## src/rtl/serial_adder_pkg.sv

```systemverilog
// Shared state encoding and sizing helpers for the digit-serial adder.
package adder_pkg;

  typedef enum logic [1:0] {
    IDLE = 2'd0,
    RUN  = 2'd1,
    DONE = 2'd2
  } state_e;

  // Counter width for n states; never narrower than one bit.
  function automatic int cnt_w(input int n);
    int w;
    w = 1;
    while ((1 << w) < n) w++;
    return w;
  endfunction

endpackage

```

## src/rtl/digit_adder.sv

```systemverilog
// Combinational DIGIT-bit ripple-carry adder with carry in/out.
module digit_adder #(
  parameter int DIGIT = 1
) (
  input  logic [DIGIT-1:0] a,
  input  logic [DIGIT-1:0] b,
  input  logic             cin,
  output logic [DIGIT-1:0] s,
  output logic             cout
);

  logic [DIGIT:0] c;

  assign c[0] = cin;

  for (genvar i = 0; i < DIGIT; i++) begin : g_fa
    assign s[i]   = a[i] ^ b[i] ^ c[i];
    assign c[i+1] = (a[i] & b[i]) | (c[i] & (a[i] ^ b[i]));
  end

  assign cout = c[DIGIT];

endmodule

```

## src/rtl/serial_adder.sv

```systemverilog
// Digit-serial adder: {carry,sum} = a + b + cin, DIGIT bits per clock,
// with a start/ready/done handshake.
module serial_adder
  import adder_pkg::*;
#(
  parameter int WIDTH = 8,
  parameter int DIGIT = 1
) (
  input  logic             clk,
  input  logic             rst,
  input  logic             start,
  input  logic [WIDTH-1:0] a,
  input  logic [WIDTH-1:0] b,
  input  logic             cin,
  output logic             ready,
  output logic [WIDTH-1:0] sum,
  output logic             carry,
  output logic             done
);

  localparam int NDIG = WIDTH / DIGIT;
  localparam int CW   = cnt_w(NDIG);

  state_e           state_q, state_d;
  logic [WIDTH-1:0] a_q, a_d, b_q, b_d, psum_q, psum_d, sum_q, sum_d;
  logic             c_q, c_d, carry_q, carry_d;
  logic [CW-1:0]    cnt_q, cnt_d;

  logic [DIGIT-1:0]       dsum;
  logic                   dcout;
  logic [WIDTH+DIGIT-1:0] psum_cat;
  logic [WIDTH-1:0]       psum_nxt;
  logic                   accept;

  digit_adder #(.DIGIT(DIGIT)) u_digit (
    .a    (a_q[DIGIT-1:0]),
    .b    (b_q[DIGIT-1:0]),
    .cin  (c_q),
    .s    (dsum),
    .cout (dcout)
  );

  // New digit enters at the top; works even when DIGIT == WIDTH.
  assign psum_cat = {dsum, psum_q} >> DIGIT;
  assign psum_nxt = psum_cat[WIDTH-1:0];

  assign ready  = (state_q != RUN);
  assign done   = (state_q == DONE);
  assign accept = start && ready;
  assign sum    = sum_q;
  assign carry  = carry_q;

  always_comb begin
    state_d = state_q;
    a_d     = a_q;
    b_d     = b_q;
    c_d     = c_q;
    psum_d  = psum_q;
    cnt_d   = cnt_q;
    sum_d   = sum_q;
    carry_d = carry_q;
    case (state_q)
      IDLE, DONE: begin
        if (accept) begin
          a_d     = a;
          b_d     = b;
          c_d     = cin;
          psum_d  = '0;
          cnt_d   = '0;
          state_d = RUN;
        end else begin
          state_d = IDLE;
        end
      end
      RUN: begin
        psum_d = psum_nxt;
        c_d    = dcout;
        a_d    = a_q >> DIGIT;
        b_d    = b_q >> DIGIT;
        cnt_d  = cnt_q + CW'(1);
        if (cnt_q == CW'(NDIG - 1)) begin
          sum_d   = psum_nxt;
          carry_d = dcout;
          state_d = DONE;
        end
      end
      default: state_d = IDLE;
    endcase
  end

  always_ff @(posedge clk) begin
    if (rst) begin
      state_q <= IDLE;
      a_q     <= '0;
      b_q     <= '0;
      c_q     <= 1'b0;
      psum_q  <= '0;
      cnt_q   <= '0;
      sum_q   <= '0;
      carry_q <= 1'b0;
    end else begin
      state_q <= state_d;
      a_q     <= a_d;
      b_q     <= b_d;
      c_q     <= c_d;
      psum_q  <= psum_d;
      cnt_q   <= cnt_d;
      sum_q   <= sum_d;
      carry_q <= carry_d;
    end
  end

endmodule

```

## config.mk

```make
export PLATFORM = sky130hd
export DESIGN_NAME = serial_adder
export DESIGN_NICKNAME = d
export VERILOG_FILES = /design/src/rtl/serial_adder_pkg.sv /design/src/rtl/digit_adder.sv /design/src/rtl/serial_adder.sv
export SDC_FILE = /design/constraint.sdc
export NUM_CORES = 1
export LEC_CHECK = 0
export ABC_CLOCK_PERIOD_IN_PS = 2170
export CORE_MARGIN = 2
export CORE_UTILIZATION = 44
export CTS_CLUSTER_DIAMETER = 100
export DETAILED_ROUTE_END_ITERATION = 8
export PLACE_DENSITY = 0.7
export SYNTH_ARGS = -nofsm -noshare
export SYNTH_HDL_FRONTEND = slang
export SYNTH_SLANG_ARGS = --single-unit
```

## constraint.sdc

```tcl
create_clock -name clk -period 2.17 [get_ports clk]
set_input_delay 0.651 -clock clk [delete_from_list [all_inputs] [get_ports clk]]
set_output_delay 0.651 -clock clk [all_outputs]
set_load 0.1 [all_outputs]
```

Yosys cells after proc, flatten, opt, wreduce, memory -nomap -nowiden

Index checks and enable logic that the tools add are counted.

Bitwise operators: 5
Equal/unequal tests: 6
$add $sub $neg: 1
Mux-type cells: 13
Reductions and logical operators: 6

Operator list:

| cell                                                                   | count |
|---|---|
| 8-bit case mux with 2 select lines                                     | 3 |
| 8-bit two-way mux                                                      | 3 |
| 3-bit case mux with 2 select lines                                     | 1 |
| 2-bit != test (second input constant)                                  | 2 |
| 2-bit case mux with 2 select lines                                     | 1 |
| 2-bit AND reduction                                                    | 2 |
| 3-bit by 1-bit adder with 3-bit output (second input constant)         | 1 |
| 3-bit equality test (second input constant)                            | 1 |
| 3-bit two-way mux                                                      | 1 |
| 1-bit bitwise AND                                                      | 2 |
| 2-bit by 1-bit equality test with 1-bit output (second input constant) | 1 |
| 2-bit equality test (second input constant)                            | 1 |
| 2-bit logical NOT                                                      | 1 |
| 1-bit two-way mux                                                      | 2 |
| 2-bit two-way mux                                                      | 1 |
| 2-bit by 1-bit != test with 1-bit output (second input constant)       | 1 |
| 1-bit case mux with 2 select lines                                     | 1 |
| 2-bit nonzero test                                                     | 1 |
| 2-bit OR reduction                                                     | 1 |
| 1-bit bitwise XOR                                                      | 2 |
| 1-bit logical AND                                                      | 1 |
| 1-bit OR                                                               | 1 |

Output and inout port bits: 11
Register bits after elaboration: 39
Input bits: 20
Logic and storage cells: 39

Depth between registers and ports, before layout

Gate-level depths: netlist (run 1).

Depth after elaboration: 4
Gate-level depth with buffers: 5
Depth with buffers taken out: 5

Modules after synthesis

Synthesis (run 1) repeated with hierarchy kept, for this count alone.

Cells, all modules: 189
Area, all modules: 1555.2 µm²

By module, submodules not included:

| module       | cells an instance | instances | seq. area each (µm²) | area an instance (µm²) |
|---|---|---|---|---|
| serial_adder | 188               | 1         | 760.7                | 1535.2 |
| digit_adder  | 1                 | 1         | 0.0                  | 20.0 |

Worst setup path after synthesis (run 1)

Ideal clock, no wire load.

Kind: reg-to-output
Start point: register state_q[1]
End point: output port done
Buffers on the path: 0
Arrival time: 1.727 ns
Cell stages (with the launch flop): 2
Path slack: -0.208 ns
Data required time: 1.519 ns
Path through: dfxtp_1 nor2b_1

Longest elaborated chain between the ends: 1

Ends and longest elaborated chain:

| what                   | line                | source |
|---|---|---|
| start, declared        | serial_adder.sv:24  | `state_e state_q, state_d;` |
| start signal, assigned | serial_adder.sv:102 | `state_q <= state_d;` |
| 2-bit equality test    | serial_adder.sv:48  | `assign done = (state_q == DONE);` |
| end, declared          | serial_adder.sv:18  | `output logic done` |

No other way between the ends.

Worst setup path in the final report (run 1)

Start point: register state_q[0]
End point: output port ready

Longest elaborated chain between the ends: 1

Ends and longest elaborated chain:

| what                                     | line               | source |
|---|---|---|
| 2-bit by 1-bit != test with 1-bit output | serial_adder.sv:47 | `assign ready = (state_q != RUN);` |
| end, declared                            | serial_adder.sv:15 | `output logic ready,` |

No other way between the ends.

==> results of run 1 <==
## worst max path at each step
stage	to	slack, ns
after floorplan	done	0.31
after global placement	a_q[5]$_SDFFE_PP0P_	0.28
after detailed placement	a_q[6]$_SDFFE_PP0P_	0.26
after CTS	ready	0.34
after global routing	ready	0.27
final	ready	0.35
## routing by layer
layer,vias up,wire length (µm),global-route usage,share of wire
met1,629,1360,0.205,0.45
met5,-,0,0,0
met3,4,209,0.0679,0.069
li1,699,-,-,-
met2,37,1410,0.274,0.47
met4,0,46,0.0571,0.015
## registers in the layout, summed over array words and instances, names as in the netlist
name     flops
a_q          8
b_q          8
c_q          1
carry        1
cnt_q        3
psum_q       7
state_q      2
sum          8
## power groups by stage
stage	combinational (mW)	clock, mW	sequential, mW
5_1_grt	0.215	0.389	0.760
4_1_cts	0.196	0.349	0.754
2_1_floorplan	0.135	0	0.764
3_5_place_dp	0.196	0	0.770
3_3_place_gp	0.193	0	0.769
6_report	0.196	0.338	0.754
## per-stage QoR
stage | instances | utilization | hold WS [ns] | setup slack [ns] | power, mW
finish | 262 | 0.574 | 0.461 | 0.353 | 1.29
global route | 262 | 0.574 | 0.492 | 0.272 | 1.36
CTS | 262 | 0.574 | 0.462 | 0.340 | 1.30
detailed placement | 255 | 0.560 | 0.448 | 0.256 | 0.965
global placement | 255 | 0.560 | 0.444 | 0.283 | 0.962
floorplan | 189 | - | 0.444 | 0.309 | 0.899
## tightest hold or removal path, cell delays in order, from the launching register on
cell and delay, ns:
dfxtp_1 0.33, nand2_1 0.05, a21oi_1 0.05
## synthesized netlist by cell type (all sizes together)
| cell | number | area, µm² |
|---|---|---|
| o21a | 1 | 7.51 |
| buf | 12 | 85.1 |
| nand2 | 50 | 188 |
| nor2b | 3 | 26.3 |
| inv | 1 | 3.75 |
| nand3 | 21 | 105 |
| nand3b | 1 | 7.51 |
| ha | 2 | 25.0 |
| a21oi | 21 | 105 |
| fa | 1 | 20.0 |
| a311oi | 15 | 131 |
| dfxtp | 38 | 761 |
| nand2b | 2 | 12.5 |
| nor2 | 17 | 63.8 |
| clkbuf | 4 | 15.0 |
## area by class of cell
type                       instances  area (µm²)  area share
inverter                           1        3.75     0.00194
clock inverter                     2        10.0     0.00518
clock buffer                       5        37.5      0.0194
multi-input combinational        134         694       0.359
tap                               46        57.6      0.0298
timing repair buffer              36         368       0.190
sequential                        38         761       0.394
## kinds of logic after synthesis
kind of cell               count (synthesis)  synth area share
AOI/OAI and AO/OA                         37             0.157
adders and majority gates                  3            0.0289
buffers and inverters                     17            0.0667
DFF                                       38             0.489
and+or+nand+nor                           94             0.259
==> results.tsv, run 1 <==
stage	metric	value	unit
worst_setup_path	CP Cell Sequence	nor2b_4 > inv_2 > buf_12	
route	Total Routed Length	3030	µm
floorplanning	placeable core area	3360	µm²
sta	fin crit period	1.82	ns
clocking	Clock Pin Slew Worst Setup and Hold Paths	0.11	ns
layout	commonest non-fill, non-tap cells in the layout	50 x nand2_1, 38 x dfxtp_1, 21 x nand3_1, 21 x a21oi_1, 19 x clkdlybuf4s50_1	
grt	total track usage	0.170	
layout	area grow syn2layout	24.1	%
floorplanning	number of placed I/O pins	31	
min_path	Worst Hold End	sum[4]$_SDFFE_PP0P_	
worst_setup_path	worst path required time	1.52	ns
sta	Final setup viols	0	
worst_setup_path	reg2reg start	state_q[0]$_SDFFE_PP0P_	
sta	Final period util	0.837	
clocking	Max Root-Sink Buffers	2	
worst_setup_path	family with the most delay on the worst path	flip-flops	
pwr	Reg power frac	0.586	
route	Vias/cell	5.23	
placement	PortBufs	30	
grt	vias in the first global route	1187	
layout	leading cell type in the layout, fill and taps excluded	nand2_1	
outcome	status	completed	
floorplanning	FP Rows	21	
logic_synthesis	post-synthesis area per instance	8.24	µm²
logic_synthesis	fraction of the yosys area taken by sequential cells	0.489	
worst_setup_path	CP max stage delay	0.42	ns
worst_setup_path	Crit Path Max Fanout	5	
placement	DP Wirelength	1990	µm
pwr	combinational share of power	0.152	
layout	share of layout cells above drive strength 1	0.125	
layout	post-route cell area	1930	µm²
sta	Slew headroom	0.730	
pwr	total power per unit cell area	666	nW/µm²
grt	initial antenna violation count	0	
worst_setup_path	crit path kind	flop to output port	
route	DRT antenna net count	0	
worst_setup_path	Reg2Reg Setup Slack	0.77	ns
logic_synthesis	library cells used by synthesis	19	
sta	RSZ-0062 raised after global routing	false	
pwr	Power Internal	0.939	mW
floorplanning	initial core utilization	0.463	
logic_synthesis	synth warn	0	
floorplanning	Die Ht	63.5	µm
logic_synthesis	Synth Instances	189	
clocking	Worst-Skew Late Latency	0.34	ns
clocking	CTS Root Cell	clkbuf_4	
sta	Hold Violations, Final	0	
route	routed vias	1369	
route	# DRC	0	
layout	Final nets	239	
min_path	cell depth of the worst hold path	2	
layout	fillers	342	
worst_setup_path	worst-path cell with the longest stage delay	dfxtp_1	
clocking	CTS Sinks	38	
placement	Placed Area	1880	µm²
job	max cap viols	0	
pwr	Pleak	0.725	nW
grt	GRT overflow	0	
pwr	proportion of power drawn by the clock network	0.262	
placement	placer congestion estimate	0.763	
worst_setup_path	reg-to-reg endpoint	b_q[6]$_SDFFE_PP0P_	
worst_setup_path	CP Depth	3	
floorplanning	chip width	63.5	µm
worst_setup_path	CP endpoint kind	output port	
logic_synthesis	Mapped Area	1560	µm²
logic_synthesis	Yosys reg bits	38	
grt	largest net degree at the start of global routing	44	
sta	max-slew violations	0	
sta	Final TNS setup	0	ns
clocking	H-Tree Depth	2	
worst_setup_path	startpoint type of the worst setup path	flop	
worst_setup_path	arrival time worst endpoint	1.17	ns
worst_setup_path	Critical path origin	state_q[0]$_SDFFE_PP0P_	
layout	ANT cells	0	
route	TritonRoute pass-1 iters	4	
clocking	PostCTS Resize Cnt	0	
pwr	net switching power	0.348	mW
pwr	Sw Share	0.271	
route	drt wl/cell	11.6	µm
grt	first-pass GRT wire length	5370	µm
min_path	worst hold path type	flop to flop	
worst_setup_path	worst reg2reg path depth	5	
sta	Worst Skew	0.00602	ns
worst_setup_path	CP bufs+invs	2	
clocking	Hold Buf Count CTS	0	
sta	worst slew pin tran	0.405	ns
logic_synthesis	Mapped Nets	212	
floorplanning	Die ar.	4030	µm²
clocking	CTS Buf Count	5	
route	DR iter-0 viols	66	
clocking	TritonCTS clock tree	built	
clocking	setup bufs post-CTS	0	
min_path	Hold Crit Start	sum[4]$_SDFFE_PP0P_	
pwr	peak supply drop	0.272	mV
sta	Max Clk Rate	0.550	GHz
No activity file was read; power rests on OpenSTA's default activity.
==> inputs of run 2 (changes only) <==
ABC_CLOCK_PERIOD_IN_PS = 1900   (was 2170)
clock period = 1.9 ns   (was 2.17 ns; I/O delays follow)
==> run 2 against run 1 <==
Effect of this change: sequential power grew 14%; hold slack improved by 0.015 ns; final area grew 6.1%; global-route usage increased by 0.76 points; flip-flop and latch count unchanged; total power rose by 14%; largest cell class unchanged.
==> results.tsv, run 2 (synthesis results as in run 1) <==
stage	metric	value	unit	change
worst_setup_path	worst-path cell with the longest stage delay	dfxtp_1		unchanged
route	drt wl/cell	12.6	µm	was 11.6 µm
worst_setup_path	CP endpoint kind	output port		unchanged
floorplanning	initial core utilization	0.463		unchanged
sta	RSZ-0062 raised after global routing	false		unchanged
layout	area of the multi-input gates	694	µm²	unchanged
floorplanning	FP Rows	21		unchanged
sta	Final period util	0.912		
clocking	CTS Root Cell	clkbuf_4		unchanged
clocking	CTS Sinks	38		unchanged
sta	Final setup viols	0		unchanged
floorplanning	Die Ht	63.5	µm	unchanged
pwr	Pleak	0.749	nW	was 0.725 nW
clocking	Clock Pin Slew Worst Setup and Hold Paths	0.10	ns	was 0.11 ns
outcome	status	completed		unchanged
min_path	worst hold path type	flop to flop		unchanged
sta	Worst Skew	0.00561	ns	was 0.00602 ns
clocking	PostCTS Resize Cnt	0		unchanged
worst_setup_path	family with the most delay on the worst path	flip-flops		unchanged
placement	placer congestion estimate	0.837		was 0.763
layout	share of layout cells above drive strength 1	0.120		was 0.125
clocking	CTS Buf Count	5		unchanged
layout	Final nets	240		was 239
clocking	Hold Buf Count CTS	0		unchanged
grt	vias in the first global route	1288		was 1187
sta	max-slew violations	0		unchanged
route	Vias/cell	5.25		was 5.23
sta	Max Clk Rate	0.577	GHz	
route	Total Routed Length	3300	µm	was 3030 µm
layout	fillers	327		was 342
sta	fin crit period	1.73	ns	
worst_setup_path	arrival time worst endpoint	1.16	ns	was 1.17 ns
sta	Slew headroom	0.750		was 0.730
grt	largest net degree at the start of global routing	39		was 44
worst_setup_path	crit path kind	flop to output port		unchanged
floorplanning	placeable core area	3360	µm²	unchanged
pwr	peak supply drop	0.395	mV	was 0.272 mV
route	DRT antenna net count	0		unchanged
route	routed vias	1381		was 1369
floorplanning	chip width	63.5	µm	unchanged
worst_setup_path	startpoint type of the worst setup path	flop		unchanged
clocking	Worst-Skew Late Latency	0.33	ns	was 0.34 ns
layout	commonest non-fill, non-tap cells in the layout	50 x nand2_1, 38 x dfxtp_1, 21 x nand3_1, 21 x a21oi_1, 19 x clkdlybuf4s50_1		unchanged
floorplanning	Die ar.	4030	µm²	unchanged
worst_setup_path	CP bufs+invs	2		unchanged
clocking	Max Root-Sink Buffers	2		unchanged
worst_setup_path	Crit Path Max Fanout	5		unchanged
layout	leading cell type in the layout, fill and taps excluded	nand2_1		unchanged
route	DR iter-0 viols	43		was 66
grt	GRT overflow	0		unchanged
job	max cap viols	0		unchanged
layout	final core utilization	0.609		was 0.574
grt	total track usage	0.177		was 0.170
sta	worst slew pin tran	0.374	ns	was 0.405 ns
grt	first-pass GRT wire length	5690	µm	was 5370 µm
worst_setup_path	CP max stage delay	0.41	ns	was 0.42 ns
sta	Final TNS setup	0	ns	unchanged
worst_setup_path	CP Cell Sequence	nor2b_4 > inv_2 > buf_12		unchanged
route	# DRC	0		unchanged
placement	PortBufs	30		unchanged
route	TritonRoute pass-1 iters	4		unchanged
clocking	TritonCTS clock tree	built		unchanged
layout	ANT cells	0		unchanged
placement	DP Wirelength	2260	µm	was 1990 µm
layout	Sequential Area	761	µm²	unchanged
grt	initial antenna violation count	0		unchanged
clocking	H-Tree Depth	2		unchanged
pwr	total power per unit cell area	716	nW/µm²	was 666 nW/µm²
floorplanning	number of placed I/O pins	31		unchanged
clocking	setup bufs post-CTS	0		unchanged
layout	area grow syn2layout	31.7	%	was 24.1%
worst_setup_path	worst path required time	1.33	ns	was 1.52 ns
sta	Hold Violations, Final	0		unchanged
[run 2: path summary, 6_finish.rpt]
path	from	end	slack, ns	cells after the start
worst max register to register	cnt_q[0]$_SDFFE_PP0P_	sum[1]$_SDFFE_PP0P_	0.48	5
worst min register to register	psum_q[1]$_SDFFE_PP0P_	sum[0]$_SDFFE_PP0P_	0.48	2
worst max-delay path	state_q[0]$_SDFFE_PP0P_	ready	0.17	3
worst min-delay path	psum_q[1]$_SDFFE_PP0P_	sum[0]$_SDFFE_PP0P_	0.48	2
[run 2: per-layer routing]
metal / GRT usage / wire length [µm] / up-vias
met5: 0 / 0 / -
met4: 0.0707 / 30 / 0
met3: 0.0518 / 173 / 4
met2: 0.307 / 1750 / 38
met1: 0.205 / 1350 / 641
li1: - / - / 698
[run 2: cell type report]
type                            instances  share of cell area
Clock buffer                            7              0.0220
Inverter                                1             0.00183
Multi-Input combinational cell        134               0.339
Sequential cell                        38               0.371
Tap cell                               46              0.0281
Timing Repair Buffer                   37               0.238
[run 2: metrics by stage]
stage                     hold slack [ns]  setup slack, ns  instances  power [mW]  cell area, µm²
after floorplan                     0.444            0.120        189        1.03            1560
after global placement              0.456           0.0901        256        1.10            2000
after detailed placement            0.460          -0.0290        256        1.11            2000
after CTS                           0.478            0.135        263        1.48            2050
after global routing                0.500           0.0689        263        1.55            2050
final                               0.476            0.168        263        1.47            2050
[run 2: report_power, final]
group	total, mW	leakage (nW)	internal [mW]	switching, mW
Combinational	0.228	0.413	0.105	0.124
Clock	0.378	0.0254	0.140	0.238
Sequential	0.861	0.310	0.837	0.0248
Total	1.47	0.749	1.08	0.387
[run 2: worst register-to-register path, cell delays in order, from the launching register on]
cell      delay (ns)
dfxtp_1         0.34
ha_1            0.20
ha_1            0.20
nand3b_1        0.30
nand2_1         0.12
a21oi_1         0.18
